--- src/rtl/lightgun_port_if.sv ---
// Signal bundle between the light gun emulator/VDP side and the lightgun_port stage.
// Optional trigger debounce is selected in the design by LIGHTGUN_TRIG_DEBOUNCE_EN.
interface lightgun_port_if;
    logic       CE_PIX;
    logic       GUN_EN;
    logic       SENSOR;
    logic       TRIGGER;
    logic       TH_DIR;
    logic       TH_OUT;
    logic [8:0] HCOUNT;
    logic       FRAME;
    logic       TL_N;
    logic       TH_N;
    logic [7:0] HLATCH;
    logic       LATCHED;
    logic       LATCH_STB;

    modport master (
        output CE_PIX, GUN_EN, SENSOR, TRIGGER, TH_DIR, TH_OUT, HCOUNT, FRAME,
        input  TL_N, TH_N, HLATCH, LATCHED, LATCH_STB
    );

    modport slave (
        input  CE_PIX, GUN_EN, SENSOR, TRIGGER, TH_DIR, TH_OUT, HCOUNT, FRAME,
        output TL_N, TH_N, HLATCH, LATCHED, LATCH_STB
    );
endinterface

--- src/rtl/lightgun_port.sv ---
// Controller-port TH/TL pins for the light gun, with once-per-frame H-counter latch.
// Define LIGHTGUN_TRIG_DEBOUNCE_EN to add a DEBOUNCE_LEN-cycle trigger debouncer.
module lightgun_port #(
    parameter logic [8:0]  LATCH_OFFSET = 9'd0,
    parameter logic [15:0] DEBOUNCE_LEN = 16'd1024
) (
    input logic           CLK,
    input logic           RESET,
    lightgun_port_if.slave gun
);
    typedef enum logic [1:0] {IDLE, ARMED, HELD} state_t;

    state_t     r_state;
    state_t     w_state_next;
    logic       r_sensor;
    logic       r_trig;
    logic       r_th_n;
    logic       r_tl_n;
    logic [8:0] r_hcnt_hold;
    logic [7:0] r_hlatch;
    logic       r_latched;
    logic       r_latch_stb;
    logic       w_th_eff;
    logic       w_edge;
    logic       w_trig_clean;
    logic [8:0] w_hcnt;
    logic [8:0] w_hsum;
    logic       w_do_latch;
    logic       w_latched_next;

    assign w_th_eff = gun.TH_DIR ? ~(r_sensor & gun.GUN_EN) : gun.TH_OUT;
    assign w_edge   = r_th_n & ~w_th_eff;
    assign w_hcnt   = gun.CE_PIX ? gun.HCOUNT : r_hcnt_hold;
    assign w_hsum   = w_hcnt + LATCH_OFFSET;

`ifdef LIGHTGUN_TRIG_DEBOUNCE_EN
    logic        r_trig_clean;
    logic [15:0] r_db_cnt;

    // Counter only runs while the raw level disagrees with the clean level.
    always_ff @(posedge CLK) begin
        if (RESET) begin
            r_trig_clean <= 1'b0;
            r_db_cnt     <= 16'd0;
        end else if (r_trig == r_trig_clean) begin
            r_db_cnt <= 16'd0;
        end else if (r_db_cnt == DEBOUNCE_LEN - 16'd1) begin
            r_trig_clean <= r_trig;
            r_db_cnt     <= 16'd0;
        end else begin
            r_db_cnt <= r_db_cnt + 16'd1;
        end
    end

    assign w_trig_clean = r_trig_clean;
`else
    logic [15:0] w_unused_debounce_len;

    assign w_unused_debounce_len = DEBOUNCE_LEN;
    assign w_trig_clean          = r_trig;
`endif

    always_ff @(posedge CLK) begin
        if (RESET) begin
            r_state     <= IDLE;
            r_sensor    <= 1'b0;
            r_trig      <= 1'b0;
            r_th_n      <= 1'b1;
            r_tl_n      <= 1'b1;
            r_hcnt_hold <= 9'd0;
            r_hlatch    <= 8'h00;
            r_latched   <= 1'b0;
            r_latch_stb <= 1'b0;
        end else begin
            r_state     <= w_state_next;
            r_sensor    <= gun.SENSOR;
            r_trig      <= gun.TRIGGER;
            r_th_n      <= w_th_eff;
            r_tl_n      <= ~(w_trig_clean & gun.GUN_EN);
            r_latched   <= w_latched_next;
            r_latch_stb <= w_do_latch;
            if (gun.CE_PIX) begin
                r_hcnt_hold <= gun.HCOUNT;
            end
            if (w_do_latch) begin
                r_hlatch <= w_hsum[8:1];
            end
        end
    end

    // A frame boundary is handled before an edge arriving in the same cycle.
    always_comb begin
        w_state_next   = r_state;
        w_do_latch     = 1'b0;
        w_latched_next = r_latched;
        case (r_state)
            IDLE: begin
                if (gun.FRAME) begin
                    w_state_next = ARMED;
                end
            end
            ARMED: begin
                if (w_edge) begin
                    w_do_latch     = 1'b1;
                    w_latched_next = 1'b1;
                    w_state_next   = HELD;
                end
            end
            HELD: begin
                if (gun.FRAME) begin
                    if (w_edge) begin
                        w_do_latch     = 1'b1;
                        w_latched_next = 1'b1;
                    end else begin
                        w_latched_next = 1'b0;
                        w_state_next   = ARMED;
                    end
                end
            end
            default: begin
                w_state_next = IDLE;
            end
        endcase
    end

    assign gun.TL_N      = r_tl_n;
    assign gun.TH_N      = r_th_n;
    assign gun.HLATCH    = r_hlatch;
    assign gun.LATCHED   = r_latched;
    assign gun.LATCH_STB = r_latch_stb;
endmodule

--- src/flat_wrapper.sv ---
// flat-port wrapper written by rule: the top's interface ports become plain ports
module lightgun_port_flat 
#(
    parameter logic [8:0]  LATCH_OFFSET = 9'd0,
    parameter logic [15:0] DEBOUNCE_LEN = 16'd1024
)
  (CLK, RESET, gun_CE_PIX, gun_GUN_EN, gun_SENSOR, gun_TRIGGER, gun_TH_DIR, gun_TH_OUT, gun_HCOUNT, gun_FRAME, gun_TL_N, gun_TH_N, gun_HLATCH, gun_LATCHED, gun_LATCH_STB);
  lightgun_port_if gun_i ();
  input logic CLK;
  input logic RESET;
  input wire logic [$bits(gun_i.CE_PIX)-1:0] gun_CE_PIX;
  input wire logic [$bits(gun_i.GUN_EN)-1:0] gun_GUN_EN;
  input wire logic [$bits(gun_i.SENSOR)-1:0] gun_SENSOR;
  input wire logic [$bits(gun_i.TRIGGER)-1:0] gun_TRIGGER;
  input wire logic [$bits(gun_i.TH_DIR)-1:0] gun_TH_DIR;
  input wire logic [$bits(gun_i.TH_OUT)-1:0] gun_TH_OUT;
  input wire logic [$bits(gun_i.HCOUNT)-1:0] gun_HCOUNT;
  input wire logic [$bits(gun_i.FRAME)-1:0] gun_FRAME;
  output wire logic [$bits(gun_i.TL_N)-1:0] gun_TL_N;
  output wire logic [$bits(gun_i.TH_N)-1:0] gun_TH_N;
  output wire logic [$bits(gun_i.HLATCH)-1:0] gun_HLATCH;
  output wire logic [$bits(gun_i.LATCHED)-1:0] gun_LATCHED;
  output wire logic [$bits(gun_i.LATCH_STB)-1:0] gun_LATCH_STB;
  assign gun_i.CE_PIX = gun_CE_PIX;
  assign gun_i.GUN_EN = gun_GUN_EN;
  assign gun_i.SENSOR = gun_SENSOR;
  assign gun_i.TRIGGER = gun_TRIGGER;
  assign gun_i.TH_DIR = gun_TH_DIR;
  assign gun_i.TH_OUT = gun_TH_OUT;
  assign gun_i.HCOUNT = gun_HCOUNT;
  assign gun_i.FRAME = gun_FRAME;
  assign gun_TL_N = gun_i.TL_N;
  assign gun_TH_N = gun_i.TH_N;
  assign gun_HLATCH = gun_i.HLATCH;
  assign gun_LATCHED = gun_i.LATCHED;
  assign gun_LATCH_STB = gun_i.LATCH_STB;
  lightgun_port #(.LATCH_OFFSET(LATCH_OFFSET), .DEBOUNCE_LEN(DEBOUNCE_LEN)) u_core (.CLK(CLK), .RESET(RESET), .gun(gun_i));
endmodule
--- config.mk ---
export PLATFORM = sky130hd
export DESIGN_NAME = lightgun_port_flat
export DESIGN_NICKNAME = d
export VERILOG_FILES = /design/src/rtl/lightgun_port_if.sv /design/src/rtl/lightgun_port.sv /design/src/flat_wrapper.sv
export SDC_FILE = /design/constraint.sdc
export NUM_CORES = 1
export LEC_CHECK = 0
export BUFFER_PORTS_ARGS = -buffer_cell sky130_fd_sc_hd__buf_2
export CORE_ASPECT_RATIO = 1.4
export CORE_MARGIN = 4
export CORE_UTILIZATION = 45
export CTS_CLUSTER_DIAMETER = 200
export DETAILED_ROUTE_END_ITERATION = 8
export PLACE_DENSITY_LB_ADDON = 0.15
export SETUP_SLACK_MARGIN = 0.02
export SYNTH_ARGS = -nofsm -noshare
export SYNTH_HDL_FRONTEND = slang
export SYNTH_SLANG_ARGS = --single-unit
--- constraint.sdc ---
create_clock -name CLK -period 1.9 [get_ports CLK]
set_input_delay 0.38 -clock CLK [delete_from_list [all_inputs] [get_ports CLK]]
set_output_delay 0.38 -clock CLK [all_outputs]
set_load 0.05 [all_outputs]
==> results of run 1 <==
worst min path at each step:
stage / start / slack [ns] / endpoint
after floorplan: u_core.r_trig / 0.37 / u_core.gun.TL_N
after global placement: u_core.r_trig / 0.37 / u_core.gun.TL_N
after detailed placement: u_core.r_trig / 0.37 / u_core.gun.TL_N
after CTS: gun_GUN_EN / 0.25 / u_core.gun.TL_N
after global routing: gun_GUN_EN / 0.24 / u_core.gun.TL_N
final: gun_GUN_EN / 0.27 / u_core.gun.TL_N
final cells by class:
| cell class | instances | area share [%] |
|---|---|---|
| clock buffers | 4 | 3.10 |
| inverters | 6 | 1.92 |
| multi-input cells | 61 | 37.9 |
| flip-flops and latches | 24 | 41.1 |
| well taps | 21 | 2.24 |
| repair buffers | 29 | 13.7 |
stage by stage:
step / total power, mW / utilization [%] / std cells / cell area, µm² / setup slack [ns]
after floorplan: 0.841 / - / 97 / 986 / 0.105
after global placement: 0.906 / 56.2 / 141 / 1130 / 0.0934
after detailed placement: 0.918 / 56.2 / 141 / 1130 / 0.0362
after CTS: 1.19 / 58.0 / 145 / 1170 / 0.198
after global routing: 1.25 / 58.0 / 145 / 1170 / 0.0519
final: 1.18 / 58.0 / 145 / 1170 / 0.224
metal layers:
layer | GRT usage (%) | vias up
met5 | 0 | -
met4 | 8.42 | 0
met3 | 3.70 | 4
met2 | 22.5 | 17
met1 | 17.5 | 341
li1 | - | 390
flip-flops by register name, indices dropped and copies added (netlist names):
name / count
u_core.r_trig: 1
u_core.gun.LATCH_STB: 1
u_core.gun.HLATCH: 8
u_core.r_hcnt_hold: 8
u_core.gun.LATCHED: 1
u_core.gun.TL_N: 1
u_core.gun.TH_N: 1
u_core.r_sensor: 1
u_core.r_state: 2
power groups by stage:
| stage | clock network (mW) | registers, mW | logic [mW] |
|---|---|---|---|
| after floorplan | 0 | 0.647 | 0.194 |
| after global placement | 0 | 0.586 | 0.320 |
| after detailed placement | 0 | 0.588 | 0.330 |
| after CTS | 0.279 | 0.577 | 0.332 |
| after global routing | 0.298 | 0.582 | 0.365 |
| final | 0.270 | 0.576 | 0.329 |
cell families after synthesis:
logic type	Yosys count	share of synthesized area [%]
fa+ha+maj	5	6.35
compound gates	20	16.8
simple gates	28	13.8
flops	24	48.8
mux	8	8.13
buf+inv	12	6.10
layout by cell type (no fill, tap or decap), drive strengths merged:
cell,n
nor3,1
o41ai,2
nand2b,1
clkbuf,4
a221oi,2
a22o,1
or3b,1
nand4,2
o2111a,1
a211oi,9
inv,6
buf,29
mux2i,8
nand3b,1
dfxtp,24
nand3,1
nor2b,4
ha,5
o21ai,4
a21oi,1
nor2,17
==> summary.md, run 1 <==
| Metric | Value |
|---|---|
| Status | `complete, no violations` |
| Tot GR Track Use | `14.6%` |
| Synthesis-stage register bit count | `24` |
| Final Critical Period | `1.68 ns` |
| Nature of the critical path startpoint | `register` |
| Worst skew pair latency | `0.31 ns` |
| DRT Pass-1 Iters | `4` |
| Reg2Reg Depth | `4` |
| Leak pwr | `0.517 nW` |
| Final nets | `148` |
| Worst hold slack | `0.265 ns` |
| CTS resizes | `0` |
| Worst setup EP type | `register` |
| Ys flop type | `dfxtp_1` |
| Max cap viols | `0` |
| Die width | `47.5 µm` |
| Global-route wire length before repair | `3.24 mm` |
| Worst slew margin | `67.2%` |
| Pint | `0.781 mW` |
| Initial antenna violation count | `0` |
| Switching Fraction | `33.5%` |
| Worst vdd ir | `600 µV` |
| Final hold violation count | `0` |
| Final setup viols | `0` |
| Netlist cell types | `24` |
| Vias per std cell | `5.19` |
| Synth warn | `0` |
| CTS root buffer | `clkbuf_4` |
| CTS tree | `done` |
| Antenna viol nets, final | `0` |
| Unrepaired setup endpoints after global routing | `false` |
| Wire per inst | `12.6 µm` |
| Number of global-route vias before repair | `785` |
| Detailed Route Iter0 Violations | `2` |
| RePlAce Congestion | `0.789` |
| Cell Rows | `19` |
| Sequential-to-total area share from yosys stat | `48.8%` |
| Initial core utilization | `48.7%` |
| Routed vias | `752` |
| Post-route DRC violation count | `0` |
| WS Path Type | `register to register` |
| Area leader, netlist | `dfxtp_1` |
| Cts bufs inserted | `3` |
| Number of synthesized flops with an enable pin | `0` |
| Avg Inst Size Synth | `10.2 µm²` |
| Register area | `482 µm²` |
| IO Count | `30` |
| Worst reg2reg startpoint | `u_core.gun.TH_N` |
| # Post-CTS Setup Buffers | `0` |
| CP Buf/Inv Count | `0` |
| Die footprint | `0.00301 mm²` |
| Reg power frac | `49.0%` |
| Setup TNS | `0 ns` |
| Cell area after synthesis | `985 µm²` |
| Count leader, synth | `dfxtp_1` |
| Area Growth Syn to Fin | `18.9%` |
| Max Slew Vio Count | `0` |
| Total power density per cell area | `1000 mW/mm²` |
| P_sw | `0.394 mW` |
| CP max FO | `5` |
| Synthesized Nets | `120` |
| IO buf count | `28` |
| Data arrival, critical path | `1.90 ns` |
| Clk slew on worst S/H paths | `0.13 ns` |
| Placeable Area | `0.00202 mm²` |
| CTS H-tree lvls | `1` |
| Fraction of registers with async set or reset after synthesis | `0%` |
| Clock Tree Buf Depth | `2` |
| Metal2 WL | `920 µm` |
| # hold bufs at CTS | `0` |
| Top routing layer used | `met4` |
| Top-area cell type share of the netlist area | `48.8%` |
| Actual slew at the worst max-slew pin | `0.491 ns` |
| Die Y | `63.4 µm` |
| Clock Sink Count | `24` |
| Layout Skew | `0.00236 ns` |
| Crit-path cells | `or3b_1 > a221oi_1 > o21ai_0 > o41ai_1` |
| Fmax | `0.597 GHz` |
| Top post-synthesis cells by count | `dfxtp_1, nor2_1, mux2i_1, a211oi_1, inv_1` |
| Wire length on met1 | `789 µm` |
| Clk network pwr share | `22.9%` |
| Multi-input gate area | `444 µm²` |
| Total grt overflow | `0` |
| Slowest-stage cell, CP | `a221oi_1` |
| WL met3 | `88 µm` |
| Worst R2R End | `u_core.r_state[1]` |
| Worst Hold Class | `primary input to register` |
| Critical Path RT | `2.12 ns` |
| Share of post-route cells with drive strength above 1 | `29.8%` |
| Crit path max-delay family | `compound AO/OA/AOI/OAI gates` |
| Routed WL | `1.83 mm` |
| Top cells by area, synth | `dfxtp_1, mux2i_1, ha_1, nor2_1, a211oi_1` |
| Crit path to | `u_core.r_state[1]` |
| Crit path launch | `u_core.gun.TH_N` |
| CP Depth | `4` |
| Final HPWL DP | `1.35 mm` |
| Syn Inst Count | `97` |
| Ant diodes | `0` |
| Fillers | `184` |
| Reg2Reg Setup Slack | `0.22 ns` |
| Critical path's largest stage delay | `0.49 ns` |
| Final period util | `88.2%` |
| Combinational power share | `28.0%` |
| Largest net degree at the start of global routing | `27` |
| Hold depth | `2` |
(Power assumes the default switching activity.)
==> run 2: changes to the inputs <==
--- a/config.mk
+++ b/config.mk
@@ -5,6 +5,7 @@
 export SDC_FILE = /design/constraint.sdc
 export NUM_CORES = 1
 export LEC_CHECK = 0
+export ABC_AREA = 1
 export BUFFER_PORTS_ARGS = -buffer_cell sky130_fd_sc_hd__buf_2
 export CORE_ASPECT_RATIO = 1.4
 export CORE_MARGIN = 4
==> run 2 against run 1 <==
  * Core utilization shrank 3.6 points
  * First-iteration DRC count rose to 19 times the previous value
  * Clock power decreased by 19%
  * Sequential power is 5.7% higher
  * Routed wire length is 0.87% higher
  * Critical path depth rose by 5
==> summary.md, run 2 <==
| Metric | Value |
|---|---|
| Number of global-route vias before repair | `793 (was 785)` |
| Detailed Route Iter0 Violations | `37 (was 2)` |
| DRT Pass-1 Iters | `3 (was 4)` |
| Critical path's largest stage delay | `0.37 ns (was 0.49 ns)` |
| CP max FO | `16 (was 5)` |
| Initial antenna violation count | `0 (unchanged)` |
| Largest net degree at the start of global routing | `17 (was 27)` |
| Critical Path RT | `2.12 ns (about the same)` |
| Reg power frac | `44.7% (was 49.0%)` |
| Layout Skew | `0.0116 ns (was 0.00236 ns)` |
| Initial core utilization | `46.9% (was 48.7%)` |
| Die width | `48.3 µm (was 47.5 µm)` |
| Fillers | `223 (was 184)` |
| Clock Sink Count | `24 (unchanged)` |
| Most frequent cells in the layout | `nor2_1, buf_2, nand2_1, dfxtp_1, mux2i_1 (was buf_2, dfxtp_1, nor2_1)` |
| Wire length on met1 | `721 µm (was 789 µm)` |
| Switching Fraction | `39.9% (was 33.5%)` |
| Final Critical Period | `1.42 ns (was 1.68 ns)` |
| Nature of the critical path startpoint | `register (unchanged)` |
| Sequential-to-total area share from yosys stat | `47.1% (was 48.8%)` |
| Post-route DRC violation count | `0 (unchanged)` |
| Fraction of registers with async set or reset after synthesis | `0% (unchanged)` |
| # Post-CTS Setup Buffers | `0 (unchanged)` |
| Placement Setup Slack | `0.482 ns (was 0.0362 ns)` |
| Combinational power share | `39.4% (was 28.0%)` |
| Netlist cell types | `21 (was 24)` |
| Final HPWL DP | `1.44 mm (was 1.35 mm)` |
| Share of post-route cells with drive strength above 1 | `27.9% (was 29.8%)` |
| Final worst slack | `0.477 ns (was 0.224 ns)` |
| Unrepaired setup endpoints after global routing | `false (unchanged)` |
| Setup TNS | `0 ns (unchanged)` |
| Cell Rows | `20 (was 19)` |
| Worst hold slack | `0.263 ns (was 0.265 ns)` |
| Worst setup EP type | `register (unchanged)` |
| IO buf count | `28 (unchanged)` |
| Post-layout util | `54.3% (was 58.0%)` |
| Antenna viol nets, final | `0 (unchanged)` |
| CTS root buffer | `clkbuf_4 (unchanged)` |
| Leak pwr | `0.619 nW (was 0.517 nW)` |
| Tot GR Track Use | `14.5% (was 14.6%)` |
| Final period util | `74.9% (was 88.2%)` |
| CTS resizes | `0 (unchanged)` |
| Cell area after synthesis | `0.00102 mm² (was 985 µm²)` |
| Area Growth Syn to Fin | `15.8% (was 18.9%)` |
| WS Path Type | `register to register (unchanged)` |
| Top routing layer used | `met4 (unchanged)` |
| Routed vias | `807 (was 752)` |
| Final nets | `172 (was 148)` |
| Crit-path cells | `inv_1 > ha_1 > nand2_2 > nand2_2 > nand2_4 > nor2_8 > nand2_1 > nand2_1 > nor2_1 (was or3b_1 > a221oi_1 > o21ai_0 > o41ai_1)` |
| Vias per std cell | `4.78 (was 5.19)` |
| Actual slew at the worst max-slew pin | `0.366 ns (was 0.491 ns)` |
| Crit path max-delay family | `simple AND/OR/NAND/NOR gates (was compound AO/OA/AOI/OAI gates)` |
| Most common cell after layout, fill and taps aside | `nor2_1 (was buf_2)` |
| Wire per inst | `10.9 µm (was 12.6 µm)` |
| P_sw | `0.544 mW (was 0.394 mW)` |
| Syn Inst Count | `120 (was 97)` |
| Number of synthesized flops with an enable pin | `0 (unchanged)` |
| Synth warn | `0 (unchanged)` |
| Ant diodes | `0 (unchanged)` |
| Final setup viols | `0 (unchanged)` |
| Worst Hold Class | `primary input to register (unchanged)` |
| CTS tree | `done (unchanged)` |
| Count leader, synth | `nor2_1 (was dfxtp_1)` |
| Placed Cells incl. Taps | `166 (was 141)` |
| Avg Inst Size Synth | `8.51 µm² (was 10.2 µm²)` |
| Data arrival, critical path | `1.64 ns (was 1.90 ns)` |
| Finished Layout Cells | `169 (was 145)` |
| Routed WL | `1.85 mm (was 1.83 mm)` |
| Die Y | `64.4 µm (was 63.4 µm)` |
| CTS H-tree lvls | `1 (unchanged)` |
| Clock Tree Buf Depth | `2 (unchanged)` |
| Top cells by area, synth | `dfxtp_1, nor2_1, nand2_1, mux2i_1, ha_1 (was dfxtp_1, mux2i_1, ha_1, nor2_1, a211oi_1)` |
| Total power density per cell area | `1150 mW/mm² (was 1000 mW/mm²)` |
| CP Buf/Inv Count | `1 (was 0)` |
| Clk slew on worst S/H paths | `0.12 ns (was 0.13 ns)` |
| Metal2 WL | `976 µm (was 920 µm)` |
| Worst skew pair latency | `0.32 ns (was 0.31 ns)` |
| Fmax | `0.703 GHz (was 0.597 GHz)` |
| Slowest-stage cell, CP | `dfxtp_1 (was a221oi_1)` |
| Pint | `0.820 mW (was 0.781 mW)` |
| Die footprint | `0.00311 mm² (was 0.00301 mm²)` |
| Status | `complete, no violations (unchanged)` |
| Ys flop type | `dfxtp_1 (unchanged)` |
| Top-area cell type share of the netlist area | `47.1% (was 48.8%)` |
| WL met3 | `92 µm (was 88 µm)` |
| IO Count | `30 (unchanged)` |
| Total grt overflow | `0 (unchanged)` |
| Worst slew margin | `75.6% (was 67.2%)` |
| Max cap viols | `0 (unchanged)` |
| Clk network pwr share | `16.0% (was 22.9%)` |
| # hold bufs at CTS | `0 (unchanged)` |
| Global-route wire length before repair | `3.20 mm (was 3.24 mm)` |
| Final hold violation count | `0 (unchanged)` |
| RePlAce Congestion | `0.693 (was 0.789)` |
| Cts bufs inserted | `3 (unchanged)` |
| Placeable Area | `0.00218 mm² (was 0.00202 mm²)` |
| Worst vdd ir | `534 µV (was 600 µV)` |
| Top post-synthesis cells by count | `nor2_1, dfxtp_1, nand2_1, mux2i_1, inv_1 (was dfxtp_1, nor2_1, mux2i_1, a211oi_1, inv_1)` |
| Area leader, netlist | `dfxtp_1 (unchanged)` |
| Synthesized Nets | `143 (was 120)` |
| Synthesis-stage register bit count | `24 (unchanged)` |
| Max Slew Vio Count | `0 (unchanged)` |
[run 2: cell types whose count changed in the layout (fill, tap and decap cells not counted), sizes merged, moves of 3 or more]
cell / change
o21ai: -3
nand3: +3
nor2: +16
a211oi: -9
nor2b: -4
nand2: +29
[run 2: path summary, 6_finish.rpt]
| path | slack [ns] | depth (start not counted) | from | end |
|---|---|---|---|---|
| max | 0.48 | 9 | u_core.r_state[0] | u_core.gun.HLATCH[2] |
| min | 0.26 | 3 | gun_TRIGGER | u_core.r_trig |
| max reg2reg | 0.48 | 9 | u_core.r_state[0] | u_core.gun.HLATCH[2] |
| min reg2reg | 0.40 | 1 | u_core.r_trig | u_core.gun.TL_N |
[run 2: through the flow]
step           total power [mW]  cell area (µm²)
5_1_grt                    1.47             1180
2_1_floorplan              1.07             1020
3_3_place_gp               1.15             1160
4_1_cts                    1.38             1180
3_5_place_dp               1.17             1160
6_report                   1.36             1180
[run 2: area by class of cell]
class / instances / area, µm² / area share [%]
tap: 22 / 27.5 / 2.33
inverter: 7 / 26.3 / 2.22
sequential: 24 / 480 / 40.6
multi-input combinational: 85 / 485 / 41.1
timing repair buffer: 28 / 140 / 11.9
clock buffer: 3 / 22.5 / 1.90
[run 2: layer usage]
layer | vias to the layer above | global-route usage (%)
met5 | - | 0
met4 | 0 | 9.09
met3 | 5 | 2.82
met2 | 17 | 24.8
met1 | 359 | 14.6
li1 | 426 | -
[run 2: tightest hold or removal path, cell delays in order]
cell and delay, ns:
buf_2 0.07, inv_1 0.03, nor2_1 0.06
[run 2: kinds of logic after synthesis]
group                    after synthesis  synth area share (%)
AND/OR/NAND/NOR                       70                  32.6
flip-flops                            24                  47.1
buffers and inverters                 11                  5.39
multiplexers                           8                  7.84
adder cells (fa/ha/maj)                5                  6.13
AO/OA/AOI/OAI                          2                 0.979
[run 2: power by group through the flow]
stage          Combinational, mW  Sequential [mW]  Clock [mW]
4_1_cts                    0.545            0.610       0.225
6_report                   0.537            0.609       0.218
3_5_place_dp               0.545            0.622           0
2_1_floorplan              0.332            0.737           0
5_1_grt                    0.600            0.619       0.255
3_3_place_gp               0.536            0.618           0
==> run 3: changes to the inputs <==
==> constraint.sdc (replaced) <==
create_clock -name CLK -period 1.4 [get_ports CLK]
set_input_delay 0.28 -clock CLK [delete_from_list [all_inputs] [get_ports CLK]]
set_output_delay 0.28 -clock CLK [all_outputs]
set_load 0.05 [all_outputs]
==> run 3 against run 2 <==
  * Cell count up 2.4%
  * Power up 59%
  * Worst setup slack worse by 0.40 ns
  * Core utilization up 3.5 points
  * Non-clock buffer count up 2
  * Sequential power up 39%
  * Count of clock-buffer cells in the layout unchanged
  * Register-to-register slack worse by 0.38 ns
  * Sequential share of layout area down 2.1 points
  * Die area unchanged
  * Critical endpoint is now gun_TH_N
==> summary.md, run 3 (synthesized netlist as in run 2, its figures left out) <==
| Metric | Value |
|---|---|
| Status | `complete, no violations (unchanged)` |
| Worst skew pair latency | `0.32 ns (about the same)` |
| CP Buf/Inv Count | `1 (unchanged)` |
| CTS root buffer | `clkbuf_4 (unchanged)` |
| CTS H-tree lvls | `1 (unchanged)` |
| Vias per std cell | `4.76 (was 4.78)` |
| Final setup viols | `0 (unchanged)` |
| Placed Cells incl. Taps | `168 (was 166)` |
| Layout Skew | `0.00769 ns (was 0.0116 ns)` |
| Cts bufs inserted | `3 (unchanged)` |
| Crit path max-delay family | `flip-flops (was simple AND/OR/NAND/NOR gates)` |
| Critical Path RT | `1.12 ns (was 2.12 ns)` |
| Final worst slack | `0.0725 ns (was 0.477 ns)` |
| Die Y | `64.4 µm (unchanged)` |
| Max cap viols | `0 (unchanged)` |
| Final Critical Period | `1.33 ns` |
| Initial antenna violation count | `0 (unchanged)` |
| Final HPWL DP | `1.44 mm (about the same)` |
| Critical path's largest stage delay | `0.43 ns (was 0.37 ns)` |
| Actual slew at the worst max-slew pin | `0.394 ns (was 0.366 ns)` |
| Total power density per cell area | `1720 mW/mm² (was 1150 mW/mm²)` |
| Post-route DRC violation count | `0 (unchanged)` |
| Cell Rows | `20 (unchanged)` |
| Area Growth Syn to Fin | `23.3% (was 15.8%)` |
| Total grt overflow | `0 (unchanged)` |
| IO buf count | `28 (unchanged)` |
| CTS tree | `done (unchanged)` |
| Final nets | `175 (was 172)` |
| Antenna viol nets, final | `0 (unchanged)` |
| Detailed Route Iter0 Violations | `9 (was 37)` |
| Worst vdd ir | `872 µV (was 534 µV)` |
| Worst Hold Class | `primary input to register (unchanged)` |
| Nature of the critical path startpoint | `register (unchanged)` |
| Most common cell after layout, fill and taps aside | `nor2_1 (unchanged)` |
| Placed Area | `0.00117 mm² (was 0.00116 mm²)` |
| Ant diodes | `0 (unchanged)` |
| Reg2Reg Depth | `9 (unchanged)` |
| Share of post-route cells with drive strength above 1 | `33.8% (was 27.9%)` |
| Largest net degree at the start of global routing | `17 (unchanged)` |
| Worst setup EP type | `primary output (was register)` |
| Crit-path cells | `buf_2 (was inv_1 > ha_1 > nand2_2 > nand2_2 > nand2_4 > nor2_8 > nand2_1 > nand2_1 > nor2_1)` |
| Unrepaired setup endpoints after global routing | `true (was false)` |
| Global-route wire length before repair | `2.95 mm (was 3.20 mm)` |
| Finished Layout Cells | `173 (was 169)` |
| Slowest-stage cell, CP | `dfxtp_1 (unchanged)` |
| Routed vias | `824 (was 807)` |
| Die width | `48.3 µm (unchanged)` |
| Post-layout util | `57.8% (was 54.3%)` |
| Data arrival, critical path | `1.05 ns (was 1.64 ns)` |
| Initial core utilization | `46.9% (unchanged)` |
| Placeable Area | `0.00218 mm² (unchanged)` |
| Worst slew margin | `73.7% (was 75.6%)` |
| Fmax | `0.753 GHz` |
| IO Count | `30 (unchanged)` |
| CP max FO | `4 (was 16)` |
| Tot GR Track Use | `13.2% (was 14.5%)` |
| Final period util | `94.8%` |
| CP Depth | `1 (was 9)` |
| WS Path Type | `register to primary output (was register to register)` |
| Die footprint | `0.00311 mm² (unchanged)` |
| Most frequent cells in the layout | `nor2_1, buf_2, nand2_1 (was nor2_1, buf_2, nand2_1, dfxtp_1, mux2i_1)` |
| Clock Tree Buf Depth | `2 (unchanged)` |
| RePlAce Congestion | `0.725 (was 0.693)` |
| Final hold violation count | `0 (unchanged)` |
| DRT Pass-1 Iters | `4 (was 3)` |
| Placement Setup Slack | `0.0255 ns (was 0.482 ns)` |
| Clk slew on worst S/H paths | `0.13 ns (was 0.12 ns)` |
| Number of global-route vias before repair | `732 (was 793)` |
| Leak pwr | `0.646 nW (was 0.619 nW)` |
| Hold depth | `2 (was 3)` |
| Final instance area | `0.00126 mm² (was 0.00118 mm²)` |
| Clock Sink Count | `24 (unchanged)` |
| Wire per inst | `11.2 µm (was 10.9 µm)` |
| Power, Total | `2.16 mW (was 1.36 mW)` |
| Routed WL | `1.94 mm (was 1.85 mm)` |
| Max Slew Vio Count | `0 (unchanged)` |
==> run 3: cell types whose count changed in the layout (fill, tap and decap cells not counted), sizes merged <==
cell    delta
bufinv     +1
buf        +2
nor2       +1
==> run 3: where the power goes <==
group	internal (mW)	switching, mW	leakage [nW]	total (mW)
Sequential	0.785	0.0594	0.198	0.845
Combinational	0.279	0.541	0.420	0.819
Clock	0.290	0.209	0.0279	0.498
==> run 3: metrics by stage <==
step / hold WS (ns) / TNS, ns
5_1_grt: 0.136 / -0.0597
6_report: 0.139 / 0
2_1_floorplan: 0.349 / 0
3_3_place_gp: 0.373 / 0
4_1_cts: 0.140 / 0
3_5_place_dp: 0.380 / 0
==> run 3: path summary, 6_finish.rpt <==
kind / startpoint / end / slack, ns
min reg2reg: u_core.r_trig / u_core.gun.TL_N / 0.40
max reg2reg: u_core.r_state[1] / u_core.gun.HLATCH[1] / 0.10
max: u_core.gun.TH_N / gun_TH_N / 0.07
min: gun_GUN_EN / u_core.gun.TL_N / 0.14
==> run 3: repair_timing <==
item | 4_1_cts | 5_1_grt
setup endpoints to repair | 9 | 10
hold buffers | 0 | 0
buffers inserted | 0 | 0
gates resized for setup | 1 | 7
pin swaps | 1 | 3
gates cloned | 0 | 1
==> run 3: cell type report <==
type | count | area [µm²]
Clock buffer | 3 | 22.5
Timing Repair Buffer | 30 | 155
Tap cell | 22 | 27.5
Multi-Input combinational cell | 86 | 512
Inverter | 7 | 26.3
Sequential cell | 24 | 485
Clock inverter | 1 | 30.0
Fill cell | 218 | 918
==> run 3: routing by layer <==
metal	wire length, µm	part of all wire [%]	global-route usage, %
met4	41	2.1	7.07
met3	93	4.8	1.97
met2	1050	54	22.5
met1	755	39	14.4
met5	0	0	0
